===== src/rtl/tmul_nch.sv =====
// Multi-channel temporal-unary stochastic multiplier: A sets the stream length, each channel
// compares its B against a shared bit-reversed counter and accumulates the resulting stream.
module tmul_nch #(
    parameter int WIDTH   = 8,
    parameter int CH      = 4,
    parameter int BIPOLAR = 0,
    parameter int CW      = WIDTH + 1
) (
    input  logic                clk,
    input  logic                rst_n,
    input  logic                start,
    input  logic                clr,
    input  logic [WIDTH-1:0]    iA,
    input  logic [CH*WIDTH-1:0] iB,
    output logic                busy,
    output logic                done,
    output logic                oV,
    output logic [CH-1:0]       oC,
    output logic [CH*CW-1:0]    oCnt
);

    localparam logic [1:0] S_IDLE = 2'd0;
    localparam logic [1:0] S_RUN  = 2'd1;
    localparam logic [1:0] S_DONE = 2'd2;

    localparam logic [CW-1:0] CNT_ONE  = CW'(1);
    localparam logic [CW-1:0] CNT_ZERO = '0;

    logic [1:0]          state_q, state_d;
    logic [WIDTH-1:0]    idx_q, idx_d;
    logic [WIDTH-1:0]    a_q, a_d;
    logic [CH*WIDTH-1:0] b_q, b_d;
    logic [CH*CW-1:0]    cnt_q, cnt_d;
    logic [WIDTH-1:0]    rev;

    // Sobol dimension 1 is simply the bit-reversed cycle index.
    always_comb begin
        rev = '0;
        for (int k = 0; k < WIDTH; k++) begin
            rev[k] = idx_q[WIDTH-1-k];
        end
    end

    always_comb begin
        oC = '0;
        for (int i = 0; i < CH; i++) begin
            oC[i] = (state_q == S_RUN) && (b_q[i*WIDTH +: WIDTH] > rev);
        end
    end

    assign oV   = (state_q == S_RUN);
    assign busy = (state_q != S_IDLE);
    assign done = (state_q == S_DONE);
    assign oCnt = cnt_q;

    always_comb begin
        state_d = state_q;
        idx_d   = idx_q;
        a_d     = a_q;
        b_d     = b_q;
        cnt_d   = cnt_q;
        case (state_q)
            S_IDLE: begin
                if (start) begin
                    a_d     = iA;
                    b_d     = iB;
                    idx_d   = '0;
                    cnt_d   = '0;
                    state_d = (iA != '0) ? S_RUN : S_DONE;
                end
            end
            S_RUN: begin
                idx_d = idx_q + 1'b1;
                for (int i = 0; i < CH; i++) begin
                    if (BIPOLAR != 0) begin
                        cnt_d[i*CW +: CW] = oC[i] ? cnt_q[i*CW +: CW] + CNT_ONE
                                                  : cnt_q[i*CW +: CW] - CNT_ONE;
                    end else begin
                        cnt_d[i*CW +: CW] = cnt_q[i*CW +: CW] + (oC[i] ? CNT_ONE : CNT_ZERO);
                    end
                end
                if (idx_q == a_q - 1'b1) begin
                    state_d = S_DONE;
                end
            end
            S_DONE: state_d = S_IDLE;
            default: state_d = S_IDLE;
        endcase
        // Abort overrides everything, including a simultaneous start in IDLE.
        if (clr) begin
            state_d = S_IDLE;
            idx_d   = '0;
            cnt_d   = '0;
        end
    end

    always_ff @(posedge clk or negedge rst_n) begin
        if (!rst_n) begin
            state_q <= S_IDLE;
            idx_q   <= '0;
            a_q     <= '0;
            b_q     <= '0;
            cnt_q   <= '0;
        end else begin
            state_q <= state_d;
            idx_q   <= idx_d;
            a_q     <= a_d;
            b_q     <= b_d;
            cnt_q   <= cnt_d;
        end
    end

endmodule


===== config.mk =====
export PLATFORM = sky130hd
export DESIGN_NAME = tmul_nch
export DESIGN_NICKNAME = d
export VERILOG_FILES = /design/src/rtl/tmul_nch.sv
export SDC_FILE = /design/constraint.sdc
export NUM_CORES = 1
export LEC_CHECK = 0
export BUFFER_PORTS_ARGS = -buffer_cell sky130_fd_sc_hd__buf_2
export CORE_AREA = 2 2 102 104
export CTS_CLUSTER_SIZE = 40
export DETAILED_ROUTE_END_ITERATION = 16
export DIE_AREA = 0 0 104 106
export GPL_TIMING_DRIVEN = 1
export PLACE_DENSITY = 0.76
export SETUP_SLACK_MARGIN = 0.15
export SLEW_MARGIN = 20
export SYNTH_ARGS = -nofsm -noshare
export SYNTH_HDL_FRONTEND = slang
export SYNTH_SLANG_ARGS = --single-unit

===== constraint.sdc =====
create_clock -name clk -period 3.1 [get_ports clk]
set_input_delay 0.31 -clock clk [delete_from_list [all_inputs] [get_ports clk]]
set_output_delay 0.31 -clock clk [all_outputs]
set_load 0.05 [all_outputs]

==> metrics.md <==
| Metric | Value |
|---|---|
| Critical path capture point type | flop |
| Hpwl dp | about 7700 um |
| I/O Buffers | 86 |
| Antenna Cells | 0 |
| DRC viols | 0 |
| Core ar. | 10000 um2 |
| Placed instance count | between 600 and 700 |
| Final cell count without fillers | ~670 |
| H-tree depth | 3 |
| Total GRT Usage | approximately 20% |
| Post-synthesis register bit count | 86 |
| Tmin final | 2650 ps |
| Final Slew Violations | 0 |
| Setup CP Type | reg -> reg |
| Max-slew headroom | around half |
| Final setup fails | 0 |
| Largest net degree at the start of global routing | 87 |
| Global route total overflow | 0 |
| Root Buffer Master | clkbuf_8 |
| First-pass GRT wire length | approximately 18000 um |
| Crit Path Max Fanout | 6 |
| Die Span X | 104 um |
| Number of flops mapped to enable cells by yosys | 0 |
| Nets | 611 |
| Worst hold path class | in -> async |
| CTS Sinks | 86 |
| Initial antenna violation count | 0 |
| Startpoint types | flop |
| Skew-Pair Late Insertion Delay | 370 ps |
| CTS buffer count | 9 |
| Post-route setup TNS | 0 ps |
| Worst hold slack | -3.87 ps |
| Via density | approximately 5.4 |
| Slew @ Worst Pin | a little under 800 ps |
| Final-report hold violation count | 8 |
| Outcome | complete, but fails checks |
| Die area | between 10000 and 15000 um2 |
| Final RePlAce weighted congestion | about 0.87 |
| Die H | around 110 um |
| Via count | between 3000 and 4000 |
| Pwr Density | 559 nW/um2 |
| Area grow syn2layout | 15.7% |
| FMAX | 377 MHz |
| Lkg Pwr | between 0.002 and 0.003 uW |
| Max-Cap Viols | 0 |
| RSZ-0062 raised after global routing | no |
| Syn. warnings | 0 |
| Buffer depth of the longest clock path | 2 |
| Clock skew | between 10 and 15 ps |
| Crit path DAT | around 2900 ps |
| FFs w/ async S/R, synth | 100% |
| Cells after Synth | 442 |
| I/O pins | 87 |
| Final period utilization | between 80% and 90% |
| Post-Route WL | approximately 10000 um |
| Post-synthesis cell area | 4690 um2 |
| Clk slew on worst S/H paths | ~80 ps |
| Main synth FF type | dfrtp_1 |
| Post-CTS setup buffer count | 0 |
| Syn nets | about 530 |
| Drt wl/cell | roughly 16 um |
| CTS tree | yes |
| Worst EP required | between 3000 and 4000 ps |
| Vias in the first global route | around 3700 |
| Rows | 37 |
| Failing checks | hold timing |
| Pre-Repair DR Iteration Count | 4 |
| DRT antenna net count | 0 |
| Share of layout cells above drive strength 1 | 27.2% |
| Distinct cells, synth | 41 |
| Peak VDD IR | between 0.0003 and 0.0004 V |
| Initial DRC count | roughly 180 |
| Register area share after synthesis | between 40% and 50% |
| Initial core utilization | approximately 47% |
| Synthesized area per cell | around 11 um2 |
[critical path: stages (launching register included)]
cell and delay (ps):
dfrtp_1 410, inv_1 230, ha_1 300, a21o_1 200, a21o_1 180, a21oi_1 130, o21ai_0 90, o211a_1 180
ha_1 230, ha_1 230, nand4_1 120, xor2_1 150, nor2_1 60
[layout make-up]
class	instances	area (um2)
clock inverter	1	5.00
clock buffer	14	163
sequential	86	2150
multi-input combinational	323	2420
fill	885	4570
inverter	16	60.1
tap	136	170
timing repair buffer	89	459
[per-stage QoR]
| step | cell area, um2 | total power, uW | setup WS [ps] | utilization (%) |
|---|---|---|---|---|
| 2_1_floorplan | 4690 | 2070 | 411 | - |
| 3_3_place_gp | 5250 | 2290 | 571 | 52.5 |
| 3_5_place_dp | 5250 | 2350 | 446 | 52.5 |
| 4_1_cts | 5420 | 3070 | 378 | 54.2 |
| 5_1_grt | 5430 | 3240 | 196 | 54.3 |
| 6_report | 5430 | 3040 | 446 | 54.3 |
[routing by layer]
| metal | wire, um | GRT usage, % | up-vias |
|---|---|---|---|
| li1 | - | - | 1742 |
| met3 | 531 | 5.40 | 25 |
| met4 | 372 | 10.9 | 0 |
| met1 | 4570 | 24.8 | 1760 |
| met2 | 5010 | 32.3 | 88 |
| met5 | 0 | 0 | - |
[final timing paths]
path / startpoint / slack, ps / end / cells after the start
max in group asynchronous: rst_n / 2560 / oCnt[8]$_DFFE_PN0P_ / 1
worst max-delay path: idx_q[2]$_DFFE_PN0P_ / 450 / oCnt[31]$_DFFE_PN0P_ / 12
worst min-delay path: rst_n / -4 / b_q[17]$_DFFE_PN0P_ / 1
min in group clk: iB[0] / 150 / b_q[0]$_DFFE_PN0P_ / 3
worst max register to register: idx_q[2]$_DFFE_PN0P_ / 450 / oCnt[31]$_DFFE_PN0P_ / 12
worst min register to register: oCnt[26]$_DFFE_PN0P_ / 500 / oCnt[26]$_DFFE_PN0P_ / 1
[layout by cell type, fill, tap and decap left out, types with 2 or more instances in the layout]
cell type / count
clkbuf_1: 3
or2_2: 2
a21o_1: 8
nor4_1: 5
nor3_1: 3
xnor2_1: 14
mux2_2: 32
a21oi_1: 14
nor2_1: 34
dfrtp_1: 86
ha_1: 42
a31oi_1: 5
or4_1: 2
nand4_1: 20
o21ai_1: 4
nand2_1: 25
nor2b_1: 7
a22o_1: 5
buf_2: 85
nor3_2: 4
xor2_1: 25
and3_1: 9
buf_4: 3
o21ai_0: 26
nand3_1: 11
or3_1: 3
o211a_1: 4
clkbuf_8: 11
nand2b_1: 6
inv_1: 16
[cell usage after synthesis, types with 2 or more instances]
cell type	count	area, um2
and3_1	9	56.3
buf_2	4	20.0
a22o_1	5	43.8
clkbuf_1	12	45.0
inv_1	16	60.1
xor2_1	25	219
a21o_1	8	60.1
a31oi_1	5	31.3
o21ai_0	26	130
nand3_1	11	55.1
nor3_2	3	30.0
nand2_1	25	93.8
nor2b_1	7	43.8
nand2b_1	6	37.5
or2_2	2	12.5
o211a_1	4	40.0
nor3_1	4	20.0
ha_1	42	526
mux2_2	32	360
o21ai_1	4	20.0
xnor2_1	14	123
nor4_1	5	31.3
nor2_1	35	131
nand4_1	20	125
dfrtp_1	86	2150
or4_1	2	15.0
a21oi_1	14	70.1
or3_1	3	18.8
[registers in the layout, indices dropped and copies added (netlist names)]
signal,flops
oCnt,36
b_q,32
a_q,8
idx_q,8
state_q,2
[where the power goes]
part	total, uW	switching [uW]	internal [uW]	leakage [uW]
Sequential	1410	135	1270	0.00111
Combinational	925	526	398	0.00139
Clock	707	376	331	0.0000865
[cell families (layout without fill, tap and decap cells)]
| logic type | Yosys count | after routing | synth area share, % |
|---|---|---|---|
| simple gates | 134 | 134 | 14.8 |
| fa+ha+maj | 42 | 42 | 11.2 |
| xor+xnor | 39 | 39 | 7.28 |
| buf+inv | 33 | 120 | 2.83 |
| mux | 32 | 32 | 7.68 |
| flops | 86 | 86 | 45.9 |
| compound gates | 76 | 76 | 10.3 |
[timing repair]
item                                    4_1_cts  5_1_grt
endpoints found under the setup margin        0        2
hold buffers                                  0        0
endpoints found under the hold margin         0        0
gates resized for setup                       0        1
No activity file was read; power rests on OpenSTA's default activity.
